$ cat src/rtl/cheshire_addr_map_unit.sv
// Programmable address map: NumRules {start,end,port,en} rules, lowest match wins.
// Optional sticky table lock via `define CHESHIRE_ADDRMAP_LOCK_EN.
//
// Ports:
//   clk_i, rst_i        clock, synchronous active-high reset
//   cfg_*               config req (valid/ready) -> 1-cycle response (rvalid/rdata/error)
//   lkp_*               lookup request (valid/ready, address)
//   res_*               registered lookup result (valid/ready, port/hit/rule)
//   lock_i              freeze request (honoured only with the lock macro)
//
// ResetMap entry layout: [136:129] port, [128:65] start, [64:1] end, [0] en.
module cheshire_addr_map_unit #(
  parameter int unsigned NumRules    = 8,
  parameter int unsigned NumPorts    = 6,
  parameter int unsigned AddrWidth   = 48,
  parameter int unsigned DefaultPort = 0,
  parameter logic [NumRules-1:0][136:0] ResetMap = '0,
  localparam int unsigned PW = (NumPorts > 1) ? $clog2(NumPorts) : 1,
  localparam int unsigned RW = (NumRules > 1) ? $clog2(NumRules) : 1
) (
  input  logic                 clk_i,
  input  logic                 rst_i,
  input  logic                 cfg_valid_i,
  output logic                 cfg_ready_o,
  input  logic                 cfg_we_i,
  input  logic [RW-1:0]        cfg_rule_i,
  input  logic [1:0]           cfg_field_i,
  input  logic [63:0]          cfg_wdata_i,
  output logic                 cfg_rvalid_o,
  output logic [63:0]          cfg_rdata_o,
  output logic                 cfg_error_o,
  input  logic                 lkp_valid_i,
  output logic                 lkp_ready_o,
  input  logic [AddrWidth-1:0] lkp_addr_i,
  output logic                 res_valid_o,
  input  logic                 res_ready_i,
  output logic [PW-1:0]        res_port_o,
  output logic                 res_hit_o,
  output logic [RW-1:0]        res_rule_o,
  input  logic                 lock_i
);

  localparam logic [PW-1:0] DefPort = PW'(DefaultPort);

  logic [AddrWidth-1:0] r_start [NumRules];
  logic [AddrWidth-1:0] r_end   [NumRules];
  logic [PW-1:0]        r_port  [NumRules];
  logic [NumRules-1:0]  r_en;

  logic                 r_cfg_rvalid;
  logic [63:0]          r_cfg_rdata;
  logic                 r_cfg_error;
  logic                 r_res_valid;
  logic [PW-1:0]        r_res_port;
  logic                 r_res_hit;
  logic [RW-1:0]        r_res_rule;

  logic                 w_cfg_acc;
  logic                 w_rule_ok;
  logic                 w_err;
  logic                 w_wr;
  logic                 w_locked;
  logic [PW-1:0]        w_wport;
  logic [PW-1:0]        w_wport_st;
  logic [63:0]          w_rdata;
  logic                 w_hit;
  logic [RW-1:0]        w_rule;
  logic [PW-1:0]        w_port;
  logic                 w_lkp_acc;

`ifdef CHESHIRE_ADDRMAP_LOCK_EN
  logic r_lock;

  always_ff @(posedge clk_i) begin
    if (rst_i)       r_lock <= 1'b0;
    else if (lock_i) r_lock <= 1'b1;
  end

  assign w_locked = r_lock;
  logic w_unused_wdata;
  assign w_unused_wdata = ^cfg_wdata_i;
`else
  assign w_locked = 1'b0;
  logic w_unused_in;
  assign w_unused_in = lock_i ^ (^cfg_wdata_i);
`endif

  // Response register drains every cycle, so a request is always accepted.
  assign cfg_ready_o = 1'b1;
  assign w_cfg_acc   = cfg_valid_i && cfg_ready_o;
  assign w_rule_ok   = 32'(cfg_rule_i) < NumRules;
  assign w_err       = !w_rule_ok || (cfg_field_i == 2'd3)
                     || (cfg_we_i && w_locked);
  assign w_wr        = w_cfg_acc && cfg_we_i && !w_err;

  assign w_wport    = cfg_wdata_i[8 +: PW];
  assign w_wport_st = (32'(w_wport) < NumPorts) ? w_wport : DefPort;

  always_comb begin
    w_rdata = '0;
    if (w_rule_ok) begin
      case (cfg_field_i)
        2'd0: w_rdata = 64'(r_start[cfg_rule_i]);
        2'd1: w_rdata = 64'(r_end[cfg_rule_i]);
        2'd2: begin
          w_rdata[0]       = r_en[cfg_rule_i];
          w_rdata[8 +: PW] = r_port[cfg_rule_i];
        end
        default: w_rdata = '0;
      endcase
    end
  end

  // Scan high to low so the lowest matching index is the final assignment.
  always_comb begin
    w_hit  = 1'b0;
    w_rule = '0;
    w_port = DefPort;
    for (int i = int'(NumRules) - 1; i >= 0; i--) begin
      if (r_en[i] && lkp_addr_i >= r_start[i]
          && lkp_addr_i < r_end[i]) begin
        w_hit  = 1'b1;
        w_rule = RW'(i);
        w_port = r_port[i];
      end
    end
  end

  assign lkp_ready_o = !r_res_valid || res_ready_i;
  assign w_lkp_acc   = lkp_valid_i && lkp_ready_o;

  always_ff @(posedge clk_i) begin
    if (rst_i) begin
      for (int i = 0; i < int'(NumRules); i++) begin
        r_en[i]    <= ResetMap[i][0];
        r_end[i]   <= ResetMap[i][1 +: AddrWidth];
        r_start[i] <= ResetMap[i][65 +: AddrWidth];
        r_port[i]  <= ResetMap[i][129 +: PW];
      end
      r_cfg_rvalid <= 1'b0;
      r_cfg_rdata  <= '0;
      r_cfg_error  <= 1'b0;
      r_res_valid  <= 1'b0;
      r_res_port   <= DefPort;
      r_res_hit    <= 1'b0;
      r_res_rule   <= '0;
    end else begin
      if (w_wr) begin
        case (cfg_field_i)
          2'd0: r_start[cfg_rule_i] <= cfg_wdata_i[AddrWidth-1:0];
          2'd1: r_end[cfg_rule_i]   <= cfg_wdata_i[AddrWidth-1:0];
          2'd2: begin
            r_en[cfg_rule_i]   <= cfg_wdata_i[0];
            r_port[cfg_rule_i] <= w_wport_st;
          end
          default: ;
        endcase
      end
      r_cfg_rvalid <= w_cfg_acc;
      r_cfg_rdata  <= (w_cfg_acc && !cfg_we_i) ? w_rdata : '0;
      r_cfg_error  <= w_cfg_acc && w_err;
      if (w_lkp_acc) begin
        r_res_valid <= 1'b1;
        r_res_port  <= w_port;
        r_res_hit   <= w_hit;
        r_res_rule  <= w_rule;
      end else if (res_ready_i) begin
        r_res_valid <= 1'b0;
      end
    end
  end

  assign cfg_rvalid_o = r_cfg_rvalid;
  assign cfg_rdata_o  = r_cfg_rdata;
  assign cfg_error_o  = r_cfg_error;
  assign res_valid_o  = r_res_valid;
  assign res_port_o   = r_res_port;
  assign res_hit_o    = r_res_hit;
  assign res_rule_o   = r_res_rule;

endmodule
$ cat config.mk
export PLATFORM = sky130hd
export DESIGN_NAME = cheshire_addr_map_unit
export DESIGN_NICKNAME = d
export VERILOG_FILES = /design/src/rtl/cheshire_addr_map_unit.sv
export SDC_FILE = /design/constraint.sdc
export NUM_CORES = 2
export LEC_CHECK = 0
export CORE_MARGIN = 1.5
export CORE_UTILIZATION = 35
export CTS_BUF_LIST = sky130_fd_sc_hd__clkbuf_2
export DETAILED_ROUTE_END_ITERATION = 10
export PLACE_DENSITY_LB_ADDON = 0.15
export SLEW_MARGIN = 20
export SYNTH_ARGS = -nofsm -noshare
export SYNTH_HDL_FRONTEND = slang
export SYNTH_SLANG_ARGS = --single-unit
$ cat constraint.sdc
create_clock -name clk_i -period 3.75 [get_ports clk_i]
set_clock_uncertainty 0.1 [all_clocks]
set_input_delay 1.125 -clock clk_i [delete_from_list [all_inputs] [get_ports clk_i]]
set_output_delay 1.125 -clock clk_i [all_outputs]
set_load 0.02 [all_outputs]
* Word-level counts from Yosys, hierarchy flattened *
Memories as Yosys holds them, arrays and structs flattened.
Cells that the tools add are included.

word-level totals
  output and inout port bits = 76
  memories kept = 3
  bits in writable memories = 792
  register bits after elaboration = 82
  input bits = 124
  word-level logic and storage cells = 126

memory list
  memory   words  bits a word  read ports  clocked after memory_dff  wr ports  RTL line  source
  r_end    8      48           9           0                         8         46        logic [AddrWidth-1:0] r_end [NumRules];
  r_start  8      48           9           0                         8         45        logic [AddrWidth-1:0] r_start [NumRules];
  r_port   8      3            9           0                         8         47        logic [PW-1:0] r_port [NumRules];

operators by class
  $lt $le $gt $ge = 19
  bitwise gates (word level) = 1
  equal/unequal tests = 3
  reductions and logical operators = 33
  muxes and demuxes = 59

operator list
  kind                number
  $ge 48x48->1        8
  $lt 48x48->1        8
  $mux 48             2
  $reduce_or 48->1    2
  $pmux 37 s2         1
  $mux 3              21
  $mux 1              29
  $logic_and 1x1->1   22
  $pmux 7 s2          1
  $pmux 3 s3          1
  $bwmux 8            1
  $eq 2x2->1 const B  2
  $lt 3x4->1 const B  1
  $bmux 1 s3          1
  $demux 1 s3         1
  $ge 3x1->1 const B  1
  $logic_not 1->1     3
  $lt 3x3->1 const B  1
  $pmux 1 s3          1
  $reduce_or 3->1     1
  $eq 2x1->1 const B  1
  $logic_not 2->1     1
  $reduce_and 2->1    1
  $reduce_bool 2->1   1
  3 further kinds     3

* Longest topological paths before layout *
An unclocked memory read counts as a cell.

  word-level depth = 12
  depth in mapped cells = 13
  mapped depth without buffers = 12

* Worst setup path before layout *
OpenSTA, ideal clock, no wires.

  path kind = input port to flip-flop
  start point = in lkp_addr_i[0]
  end point = reg r_res_port[2] (netlist: res_port_o[2])
  stages = 12
  library setup time = 0.120 ns
  data required time = 3.530 ns
  buffers on the path = 0
  arrival = 3.479 ns
  setup slack = 0.051 ns
  cells stage by stage = inv_1 > ha_1 > nand2b_4 > a2111oi_2 > a2111oi_0 > or4_1 > a311oi_1 > nor3_1 > nand2b_4 > a221oi_1 > o21a_1 > nor3_1

on the way
  cells in the longest elaborated chain, start to end = 11
  elaborated cells between the ends (all ways) = 40
  those cells by class = order compare (16); mux (8); reduce/logical (16)

RTL lines
  what                    RTL line  source
  start: declaration      34        input logic [AddrWidth-1:0] lkp_addr_i,
  $ge 48x48->1            120       if (r_en[i] && lkp_addr_i >= r_start[i]
  $logic_and 1x1->1       120
  $logic_and 1x1->1       121       && lkp_addr_i < r_end[i]) begin
  $mux 3 (7 in series)    120
  $mux 3 (*)              120
  end signal: assignment  144       r_res_port <= DefPort;
  end signal: assignment  164       r_res_port <= w_port;
  end: declaration        54        logic [PW-1:0] r_res_port;

Mark *: on every way between the ends. The rest lies on a longest branch, timed or not.
A chain may end at the register's enable or synchronous reset.

==> out/results.txt <==
Status -> complete, no violations
Drt first pass iters -> 6
Avg Inst Size Synth -> 10.3 sq um
DRC viols -> 0
Vias in the first global route -> 46.1k
# setup viols final -> 0
Period utilisation layout -> 0.994
FF/Latch Area -> 25100 sq um
Slew HR -> 0.0806
Clock root buffer -> clkbuf_2
Critical path data required time -> 5.35 ns
Final Power -> 23.6 mW
GRT overflow -> 0
Num CTS Buffers -> 274
Crit path launch type -> flip-flop
Starting Density -> 0.352
Site Rows -> 145
Yosys cell types -> 66
MaxCap Viol Count -> 0
Largest net degree at the start of global routing -> 71
Area occupied by multi-input gates -> 26300 sq um
Die ar. -> 159000 sq um
Tot GR Track Use -> 0.320
Fillers -> 15.2k
Placeable Area -> 156000 sq um
Fmax -> 268 MHz
WS Path Type -> flip-flop to flip-flop
Hold Crit Class -> input port to flip-flop
Via count -> 47.8k
Highest fanout seen on the critical path -> 5
Synth Flop Type -> edfxtp_1
Post-detailed-route wirelength per cell -> 30.4 um
CP Capture Type -> flip-flop
Final Util -> 0.433
PortBufs -> 165
Worst r2r src -> r_end[0][42]
Max Slew Vio Count -> 0
Total wire length -> 259000 um
First-pass GRT wire length -> 356000 um
DR iter-0 viols -> 5851
CTS Sinks -> 858
EDFF count, synth -> 792
Pleak -> 30.4 nW
Hpwl dp -> 188000 um
Antenna violations before repair -> 26
Worst slack, placed -> -2.58 ns
Crit path time final -> 3.73 ns
Syn-to-layout area delta -> 23.2%
Clock transition at the registers of the reported paths -> 0.11 ns
Dpl cell area -> 65000 sq um
Seq/Total Area, Yosys -> 0.457
Fraction of layout cells with a size suffix above 1 -> 0.200
Die X -> 399 um
Post-synth ARST share -> 0
Min setup slack post-route -> 0.0215 ns
Yosys warns -> 0
CTS tree -> yes
Htree depth -> 5
Synthesized area -> 54900 sq um
Unrepaired setup endpoints after global routing -> true
Nets@finish -> 7157
Maximum vdd drop -> 0.293 mV
Gp weighted congestion -> 0.969
Worst hold start -> cfg_wdata_i[21]
CP Data Arrival Time -> 5.33 ns
Antenna Nets Post-Route -> 0
Finished layout cell area -> 67600 sq um
Die height -> 399 um
IO Pins -> 200
Power Density -> 349 nW/um^2
Clock Path Buffers -> 4
Yosys reg bits -> 858
Worst-skew pair later-pin latency -> 1.85 ns
CP startpoint -> r_end[0][42]
Via density -> 5.60
Post-Syn Instances -> 5348
Final hold violation count -> 0
Tightest Pin Transition -> 1.38 ns
[Yosys cell counts (all sizes together) (29+ instances only)]
library cell / number / share of area
edfxtp: 792 / 0.43
inv: 776 / 0.053
and2: 774 / 0.088
ha: 760 / 0.17
a21oi: 259 / 0.024
clkbuf: 229 / 0.016
nor2: 189 / 0.013
nand2: 171 / 0.012
a22oi: 167 / 0.023
o21ai: 162 / 0.015
nand4: 143 / 0.016
o22ai: 141 / 0.016
a221oi: 94 / 0.015
a21o: 76 / 0.010
nand3: 69 / 0.0063
dfxtp: 66 / 0.024
a211oi: 45 / 0.0062
nor3: 42 / 0.0038
buf: 37 / 0.0037
a31oi: 33 / 0.0038
nor4: 30 / 0.0034
or2: 29 / 0.0033
[stage by stage]
stage	hold slack, ns	instances	TNS (ns)
floorplan	0.363	5363	0
global placement	0.394	8035	-21.48
detailed placement	0.381	8036	-18.19
CTS	0.0674	8509	0
global route	0.0657	8525	-1.34
finish	0.227	8535	0
[critical path: stages, from the launching register on]
cell	delay, ns
edfxtp_1	0.38
inv_1	0.08
ha_4	0.27
nand2_2	0.08
buf_4	0.15
nor4_4	0.25
buf_6	0.18
nand2_8	0.09
nor3_4	0.24
buf_12	0.15
nand4_1	0.50
o21ai_1	0.32
buf_4	0.16
a22oi_2	0.10
and4bb_4	0.37
o21a_1	0.14
nor3_1	0.05
[metal layers]
layer,part of all wire,up-vias,GRT usage
met3,0.093,491,0.0622
met4,0.039,4,0.116
met5,0.000096,-,0
met2,0.42,2668,0.476
met1,0.45,23400,0.460
li1,-,21300,-
[placed cells by master, fill, tap and decap left out, types with 91 or more instances in the layout]
| cell type | n |
|---|---|
| edfxtp_1 | 792 |
| inv_1 | 773 |
| and2_1 | 771 |
| ha_1 | 757 |
| buf_4 | 626 |
| clkbuf_2 | 407 |
| a21oi_1 | 258 |
| nor2_1 | 172 |
| nand2_1 | 166 |
| a22oi_1 | 166 |
| o21ai_0 | 157 |
| nand4_1 | 143 |
| o22ai_1 | 141 |
| clkdlybuf4s50_1 | 105 |
| buf_12 | 102 |
| a221oi_1 | 91 |
[layout make-up]
class                   instances  area share
multi-input cells            3462       0.389
inverters                     777      0.0431
repair buffers                900       0.123
diodes                         23    0.000851
flip-flops and latches        858       0.371
clock buffers                 407      0.0301
well taps                    2058      0.0381
clock inverters                50     0.00364
[path summary, 6_finish.rpt]
path | slack (ns) | cells past startpoint | to
max | 0.02 | 16 | res_port_o[2]
min | 0.23 | 2 | r_end[5][21]
max reg2reg | 0.02 | 16 | res_port_o[2]
min reg2reg | 0.37 | 2 | res_rule_o[2]
[state kept, by name, indices dropped and copies added (netlist names)]
register / flops
r_end: 384
r_start: 384
cfg_rdata_o: 48
r_port: 24
r_en: 8
res_port_o: 3
res_rule_o: 3
cfg_error_o: 1
cfg_rvalid_o: 1
res_hit_o: 1
res_valid_o: 1
[report_power, final]
part	internal, mW	switching, mW
combinational	1.88	2.98
sequential	10.9	0.284
clock	2.99	4.59
[cell families after synthesis]
group           Yosys count  share of synthesized area
other cells               2                   0.000137
compound gates         1143                      0.138
flops                   858                      0.457
simple gates           1542                      0.158
fa+ha+maj               760                      0.173
buf+inv                1043                     0.0725
[timing repair]
| item | in CTS | in global routing |
|---|---|---|
| hold buffers | 13 | 0 |
| pin swaps | 5 | 10 |
| gates resized for setup | 237 | 32 |
| setup endpoints to repair | 66 | 7 |
| buffers inserted | 3 | 3 |
| endpoints found under the hold margin | 40 | 0 |
(Power assumes the default switching activity.)
